## config.mk

```make
export PLATFORM = sky130hd
export DESIGN_NAME = seq_mult8
export DESIGN_NICKNAME = d
export VERILOG_FILES = /design/src/rtl/seq_mult8.sv
export SDC_FILE = /design/constraint.sdc
export NUM_CORES = 1
export LEC_CHECK = 0
export BUFFER_PORTS_ARGS = -buffer_cell sky130_fd_sc_hd__buf_4
export CORE_MARGIN = 2
export CORE_UTILIZATION = 40
export CTS_BUF_LIST = sky130_fd_sc_hd__clkbuf_2
export CTS_CLUSTER_DIAMETER = 100
export DETAILED_ROUTE_END_ITERATION = 10
export GPL_ROUTABILITY_DRIVEN = 0
export SLEW_MARGIN = 25
export SYNTH_ARGS = -nofsm -noshare
export SYNTH_HDL_FRONTEND = slang
export SYNTH_HIERARCHICAL = 1
export SYNTH_SLANG_ARGS = --single-unit
```

## constraint.sdc

```tcl
create_clock -name clk -period 2.1 [get_ports clk]
set_input_delay 0.105 -clock clk [delete_from_list [all_inputs] [get_ports clk]]
set_output_delay 0.105 -clock clk [all_outputs]
set_load 0.03 [all_outputs]
```

## src/rtl/seq_mult8.sv

```systemverilog
// Unsigned 8x8 shift-and-add multiplier: one adder pass per cycle, 8 iterations,
// 16-bit registered product with a start/busy/done handshake.

module adder (
    input  logic [7:0] A,
    input  logic [7:0] B,
    output logic [7:0] sum,
    output logic       Cout
);
    always_comb begin
        {Cout, sum} = {1'b0, A} + {1'b0, B};
    end
endmodule

module seq_mult8 (
    input  logic        clk,
    input  logic        rst,
    input  logic        start,
    input  logic [7:0]  a,
    input  logic [7:0]  b,
    output logic [15:0] product,
    output logic        busy,
    output logic        done
);
    typedef enum logic [1:0] {IDLE, RUN, DONE} state_t;

    state_t      state;
    logic [7:0]  m;
    logic [7:0]  acc;
    logic [7:0]  q;
    logic [2:0]  cnt;
    logic [7:0]  addend;
    logic [7:0]  sum;
    logic        cout;
    logic [15:0] shifted;

    always_comb begin
        addend  = q[0] ? m : '0;
        // Carry lands in acc[7] after the shift, so the 17th bit C is always
        // zero post-shift and is not kept as a separate register.
        shifted = {cout, sum, q[7:1]};
    end

    adder u_adder (
        .A    (acc),
        .B    (addend),
        .sum  (sum),
        .Cout (cout)
    );

    always_ff @(posedge clk) begin
        if (rst) begin
            state   <= IDLE;
            m       <= '0;
            acc     <= '0;
            q       <= '0;
            cnt     <= '0;
            product <= '0;
            busy    <= 1'b0;
            done    <= 1'b0;
        end else begin
            case (state)
                IDLE: begin
                    done <= 1'b0;
                    if (start) begin
                        m     <= a;
                        q     <= b;
                        acc   <= '0;
                        cnt   <= '0;
                        busy  <= 1'b1;
                        state <= RUN;
                    end
                end
                RUN: begin
                    {acc, q} <= shifted;
                    cnt      <= cnt + 3'd1;
                    if (cnt == 3'd7) begin
                        product <= shifted;
                        done    <= 1'b1;
                        state   <= DONE;
                    end
                end
                DONE: begin
                    done  <= 1'b0;
                    busy  <= 1'b0;
                    state <= IDLE;
                end
                default: begin
                    done  <= 1'b0;
                    busy  <= 1'b0;
                    state <= IDLE;
                end
            endcase
        end
    end
endmodule

```

# == After elaboration in Yosys (flattened, before gate mapping) ==
# Index checks and enable logic that the tools add are counted.
# totals
ram_bits,0
reg_bits,47
mem_count,0
elab_cells,35
latchBits,0
out_inout_bits,18
mem_bits_ro,0
# op_classes
muxes,12
addsub,2
n_bitwise,1
shifts,0
n_reduce_logical,8
n_lt_le_gt_ge,0
multipliers,0
n_eq_ne,4
n_div,0
# op_table
cell,count
8-bit case mux with 2 select lines,2
8-bit two-way mux,3
2-bit AND reduction,5
8-bit by 8-bit adder with 9-bit output,1
3-bit case mux with 2 select lines,1
2-bit two-way mux,2
2-bit != test (second input constant),2
2-bit case mux with 2 select lines,1
3-bit by 1-bit adder with 3-bit output (second input constant),1
3-bit == test (second input constant),1
3-bit two-way mux,1
2-bit by 1-bit == test with 1-bit output (second input constant),1
2-bit logical NOT,1
1-bit case mux with 2 select lines,1
2-bit nonzero test,1
2-bit OR reduction,1
1-bit two-way mux,1
1-bit NOT,1

# == Longest topological paths before layout ==
# Gate-level depths: netlist (run 1).
# logic_depth
ltp_word,3
depth_mapped,9
ltp_nobuf,9

# == Hierarchy ==
# The synthesis (run 1) kept the hierarchy.
# modules_own_cells
module,instances,area_per_inst_um2,cells_each,seq_area_each_um2
seq_mult8,1,1756.7,202,940.9
adder,1,324.1,42,0.0

# == Worst setup path after synthesis (run 1) ==
# OpenSTA, ideal clock, no wires.
# synth_timing
kind,reg-to-reg
from,register q[0]
to,register acc[7]
arrival_time_ns,1.751
required_ns,1.983
path_stages_with_launch,9
n_path_buf,0
slack_ns,0.232
cell_sequence,dfxtp_1 > and2_1 > ha_1 > fa_1 > a21oi_1 > nor2_1 > nor2_1 > o21ai_0 > a22o_1
# synth_between
elab_chain_cells,3
# synth_rtl
item,line,source
"start, declared",30,logic [7:0] q;
"start signal, assigned",75,"{acc, q} <= shifted;"
8-bit two-way mux,38,addend = q[0] ? m : '0;
via addend[0],32,logic [7:0] addend;
8-bit by 8-bit adder with 9-bit output,11,"{Cout, sum} = {1'b0, A} + {1'b0, B};"
via cout,34,logic cout;
8-bit case mux with 2 select lines,62,case (state)
"end signal, assigned",75,
"end, declared",29,logic [7:0] acc;
# The timed path passes the listed nets, and every way through them passes these cells.
# A chain may end at the register's enable or synchronous reset.

# == Final worst setup path (run 1) ==
# Ends and elaborated chain as after synthesis.

==> results of run 1 <==
power breakdown:
group          switching [W]  internal (W)
clock               0.000298     0.0000769
sequential         0.0000253      0.000926
combinational      0.0000942     0.0000885
placed cells by master (no fill, tap or decap), types with 8 or more instances in the layout:
cell type	instances
buf_4	39
nor2_1	27
a21oi_1	27
nand2_1	51
dlygate4sd3_1	16
and2_1	8
dfxtp_1	46
nor4_1	9
a22o_1	10
ha_1	9
state kept, by name, summed over array words and instances (netlist names):
signal and cells:
acc 8, busy 1, cnt 3, done 1
m 8, product 16, q 8, state 2
logic make-up (layout without fill, tap and decap cells):
| kind of cell | after synthesis | count (layout) |
|---|---|---|
| buffers and inverters | 17 | 67 |
| multiplexers | 2 | 2 |
| flip-flops | 47 | 47 |
| adder cells (fa/ha/maj) | 11 | 11 |
| AO/OA/AOI/OAI | 50 | 50 |
| AND/OR/NAND/NOR | 113 | 113 |
| XOR/XNOR | 4 | 4 |
layout make-up:
class,count,area (um2)
fillers,516,2460
inverters,4,15.0
clock inverters,2,12.5
flip-flops and latches,47,945
clock buffers,5,25.0
multi-input cells,180,1060
well taps,70,87.6
repair buffers,56,473
worst max-delay path by stage:
stage                       from                  end  slack, ns  cells after the start
6_report       q[0]$_SDFFE_PP0P_  acc[7]$_SDFFE_PP0P_       0.08                      8
5_1_grt        q[0]$_SDFFE_PP0P_  acc[4]$_SDFFE_PP0P_      -0.02                      7
4_1_cts        q[0]$_SDFFE_PP0P_  acc[7]$_SDFFE_PP0P_      0.008                      8
3_5_place_dp   q[0]$_SDFFE_PP0P_  acc[7]$_SDFFE_PP0P_       0.02                      8
3_3_place_gp   q[0]$_SDFFE_PP0P_  acc[7]$_SDFFE_PP0P_       0.12                      8
2_1_floorplan  q[0]$_SDFFE_PP0P_  acc[7]$_SDFFE_PP0P_       0.23                      8
worst max-delay path: cells and delay by family (launching register included):
| kind | cells | cell delay, ns |
|---|---|---|
| and+or+nand+nor | 3 | 0.39 |
| DFF | 1 | 0.42 |
| AOI/OAI and AO/OA | 3 | 0.55 |
| adders and majority gates | 2 | 0.58 |
per-layer routing:
metal	vias to the layer above	GRT usage, %
met1	822	22.8
met5	-	0
met2	34	27.9
met4	0	6.00
met3	8	3.55
li1	933	-
what timing repair did:
| item | 4_1_cts | 5_1_grt |
|---|---|---|
| pin swaps | 0 | 3 |
| hold buffers | 16 | 0 |
| buffers inserted | 0 | 1 |
| setup endpoints to repair | 2 | 9 |
| gates resized for setup | 1 | 7 |
| endpoints found under the hold margin | 16 | 0 |
per-stage QoR:
| step | cell area [um2] | hold WS (ns) | std cells |
|---|---|---|---|
| global route | 2620 | 0.0340 | 364 |
| global placement | 2390 | 0.355 | 340 |
| CTS | 2590 | 0.0513 | 363 |
| finish | 2620 | 0.0703 | 364 |
| detailed placement | 2390 | 0.362 | 340 |
| floorplan | 2080 | 0.241 | 244 |
==> metrics, run 1 <==
Die X=roughly 76 um; most frequent cell after synthesis=nand2_1; slowest CP cell=dfxtp_4; H-tree depth=2; Initial DRC Count=80; CTS Sinks=47; max-cap violations=0; area grow syn2layout=25.8%; Synth Area per Inst=about 8.5 um2; Final Setup Violations=0; Hold Path Depth=2; pwr/cell area=around 580 nW/um2; Vias/cell=approximately 5; Total Power=between 0.0015 and 0.002 W; RSZ-0062 raised after global routing=true; DR pass1 iterations=4; Worst Hold Launch=rst; kind of critical path=flip-flop to flip-flop; Core Rows=26; overall routing resource usage=between 10% and 20%; Initial Utilization=41.0%; Distinct cells, synth=38; TritonCTS buffer count=5; Final Max Slew Viols=0; CTS tree=yes; adder-cell share of the synthesized area=under 10%; r2r setup slk=between 0.08 and 0.09 ns; initial antenna violation count=0; DPL Wire Length=3.16 mm; Worst Hold Path EP=cnt[0]$_SDFFE_PP0P_; post-synthesis sequential area ratio=45.2%; largest net degree at the start of global routing=39; vias in the first global route=approximately 1700; XOR/XNOR share of the synthesized area=between 1.5 and 2%; die area=5800 um2; ys async rst share=0%; required time of the critical path=2.46 ns; CP arrival=between 2 and 2.5 ns; relative slew slack=46.2%; Synth Area in Simple Gates=between 20 and 30%; Crit Path Max Fanout=8; CP most frequent cell=nor2_1; clk_lat worst skew=roughly 0.44 ns; crit-path max cell delay=approximately 0.42 ns; Buffers on Ports=36; status=complete, no violations; worst slew pin tran=roughly 0.8 ns; Top Metal Used=met4; Core ar.=5070 um2; period utilization=between 90 and 100%; fin crit period=a little over 2 ns; die height=between 70 and 80 um; post-placement setup slack=approximately 0.02 ns; R2R Path Start=q[0]$_SDFFE_PP0P_; post-synth design cell area=about 2100 um2; EDFF count, synth=0; Wirelength per Cell=roughly 13 um; Synth area leaders=dfxtp_1 (45%), nand2_1 (9.2%), a21oi_1 (7.2%); Seq cells post-synth=47; IO Pins=37; fin util=just over 50%; wl on met1=roughly 2.3 mm; via count=between 1500 and 2000; fmax=a little under 500 MHz; Syn Inst Count=around 240; Yosys warning total=6; Ant. Diodes=0; CP startpoint kind=flip-flop; final WL=roughly 4.8 mm; worst-path cell chain=and2_1, ha_1, fa_2, a21oi_2, nor2_1, nor2_1, o21ai_0, a22o_1; share of cells above drive strength 1=20.1%; WL met3=roughly 180 um; Critical Path End Type=flip-flop; largest family of logic cells by synthesized area=simple AND/OR/NAND/NOR gates; clock skew=approximately 0.019 ns; min setup slack post-route=0.0824 ns; met2 wire length=~2.2 mm; Clk pin slew, worst setup/hold paths=roughly 0.25 ns; most used flip-flop cell after synthesis=dfxtp_1; nets=324; DRC viols=0; Final ANT Viol Nets=0; first-pass GRT wire length=a little over 8 mm; Compound-Gate Fraction of Synth Area=15.4%; most frequent cells after synthesis=nand2_1 (51), dfxtp_1 (47), a21oi_1 (30), nor2_1 (27); FF-to-FF End=acc[7]$_SDFFE_PP0P_; grt total ovfl=0; Syn Nets=~270; Root Buffer=clkbuf_2; R2R cell count=8; peak supply drop=0.273 mV; Fin. Hold Viols=0; Synth area leader=dfxtp_1; Yosys top cell area share=~45%; Fin Setup TNS=0 ns; Min-Delay Path Class=input pin to flip-flop; Lkg Pwr=roughly 1.1 nW; CTS Buffer Depth=2; multiplexer share of the synthesized area=just over 1%
Power figures use the tool's default switching activity.
==> run 2, diff against run 1 <==
- CTS_BUF_LIST: sky130_fd_sc_hd__clkbuf_2 -> sky130_fd_sc_hd__clkbuf_8 sky130_fd_sc_hd__clkbuf_16
- SLEW_MARGIN: 25 -> 20
==> run 2 against run 1 <==
  * Global-route usage is 0.75 points lower
  * Routed wire length is 4.7% lower
  * Die area stayed put
  * Cell count is 4.7% lower
  * Worst setup slack better by 0.036 ns
  * Cell area is 4.6% lower
  * Via count is 4.3% lower
  * Total power is 11% higher
  * Critical path type unchanged
  * Highest routed layer unchanged
==> metrics, run 2 (synthesis gave the netlist of run 1 again) <==
commonest non-fill, non-tap cell in the layout=nand2_1; RSZ-0062 raised after global routing=false; Comb pwr share=under 10%; DPL Wire Length=between 3 and 4 mm; clock skew=0.00483 ns; Fin Setup TNS=0 ns; max-cap violations=0; Final Max Slew Viols=0; hold-fix buffers at CTS=0; CP startpoint kind=flip-flop; pwr/cell area=roughly 670 nW/um2; die area=slightly below 6000 um2; routing usage on met2=between 20% and 30%; clk_lat worst skew=roughly 0.30 ns; largest net degree at the start of global routing=39; max FFs per register=16; Vias/cell=approximately 5; grt total ovfl=0; Clock power frac=around a third; initial antenna violation count=0; met3 global-route usage=approximately 4.5%; R2R cell count=8; die height=about 76 um; Fin. Hold Viols=0; final WL=between 4 and 5 mm; required time of the critical path=around 2.3 ns; peak supply drop=0.321 mV; fin crit period=between 1.5 and 2 ns; DRC viols=0; Core Rows=26; Initial Utilization=41.0%; vias in the first global route=between 1500 and 2000; IO Pins=37; nets=307; Fin Hold WS=between 0.04 and 0.05 ns; share of cells above drive strength 1=a little over a fifth; Reg with most FFs=product; CTS tree=yes; Final ANT Viol Nets=0; first-pass GRT wire length=between 7 and 8 mm; relative slew slack=roughly two fifths; fmax=between 500 and 600 MHz; H-tree depth=2; Crit Path Max Fanout=9; Die X=approximately 76 um; Buffers on Ports=36; Most Crowded Layer GR=met2; Root Buffer=clkbuf_8; Seq pwr share=56.8%; Final Setup Violations=0; status=complete, no violations; via count=between 1500 and 2000; Core ar.=a little over 5000 um2; internal power=approximately 0.0013 W; Lkg Pwr=roughly 1.1 nW; Min-Delay Path Class=input pin to flip-flop; period utilization=about 94%; Initial DRC Count=88; Ant. Diodes=0; switching component of the power=0.000415 W; DR pass1 iterations=4; CTS Sinks=47; TritonCTS buffer count=5; kind of critical path=flip-flop to flip-flop; worst slew pin tran=slightly below 0.9 ns; CP arrival=between 2 and 2.5 ns; overall routing resource usage=16.5%; commonest non-fill, non-tap cells in the layout=nand2_1 (51), dfxtp_1 (46), buf_4 (38); routing usage on met1=between 20% and 30%; Wirelength per Cell=between 10 and 15 um; Hold Path Depth=3; Critical Path End Type=flip-flop; Clk pin slew, worst setup/hold paths=~0.09 ns; Total Power=about 0.0017 W; CTS Buffer Depth=2; Sw Ratio=roughly a quarter; area grow syn2layout=20.0%
run 2: cell count changes in the layout (fill, tap and decap cells not counted), sizes merged:
cell	previous run	this run
buf	40	39
clkbuf	5	6
clkinv	1	0
dlygate4sd3	16	0
run 2: timing repair:
item | CTS | global route
gates resized for setup | 1 | 5
setup buffers | 0 | 0
pin swaps | 0 | 1
endpoints found under the setup margin | 1 | 9
run 2: worst paths after layout:
check / end / slack (ns) / startpoint
worst max-delay path: product[14]$_SDFFE_PP0P_ / 0.12 / q[0]$_SDFFE_PP0P_
worst min-delay path: m[6]$_SDFFE_PP0P_ / 0.05 / a[6]
worst min register to register: product[5]$_SDFFE_PP0P_ / 0.46 / product[5]$_SDFFE_PP0P_
worst max register to register: product[14]$_SDFFE_PP0P_ / 0.12 / q[0]$_SDFFE_PP0P_
run 2: final cells by class:
cell class	count	area, um2
Clock buffer	6	82.6
Clock inverter	1	8.76
Fill cell	521	2580
Inverter	4	15.0
Multi-Input combinational cell	180	1050
Sequential cell	47	942
Tap cell	70	87.6
Timing Repair Buffer	39	305
run 2: critical path, cell delays in order, from the launching register on:
cell       delay [ns]
dfxtp_2          0.37
and2_1           0.17
ha_1             0.35
a21o_1           0.22
a2111oi_0        0.41
mux2i_1          0.12
nand2_1          0.10
nand2_1          0.05
a21oi_1          0.11
run 2: stage by stage:
stage                     util [%]  cells  area (um2)  setup WS [ns]
after floorplan                  -    244        2080          0.232
after global placement        47.1    340        2390          0.122
after detailed placement      47.1    340        2390         0.0197
after CTS                     49.0    347        2490         0.0207
after global routing          49.2    347        2500        0.00710
final                         49.2    347        2500          0.119
run 2: power groups by stage:
stage	Sequential, W	Combinational [W]	Clock (W)
6_report	0.000948	0.000156	0.000565
5_1_grt	0.000954	0.000173	0.000623
4_1_cts	0.000948	0.000157	0.000587
3_5_place_dp	0.000968	0.000157	0
3_3_place_gp	0.000968	0.000154	0
2_1_floorplan	0.000962	0.000113	0
run 2: routing by layer:
layer	vias up	wire length, um
met4	0	58
met5	-	0
met1	786	2330
met2	28	2020
met3	5	202
li1	901	-
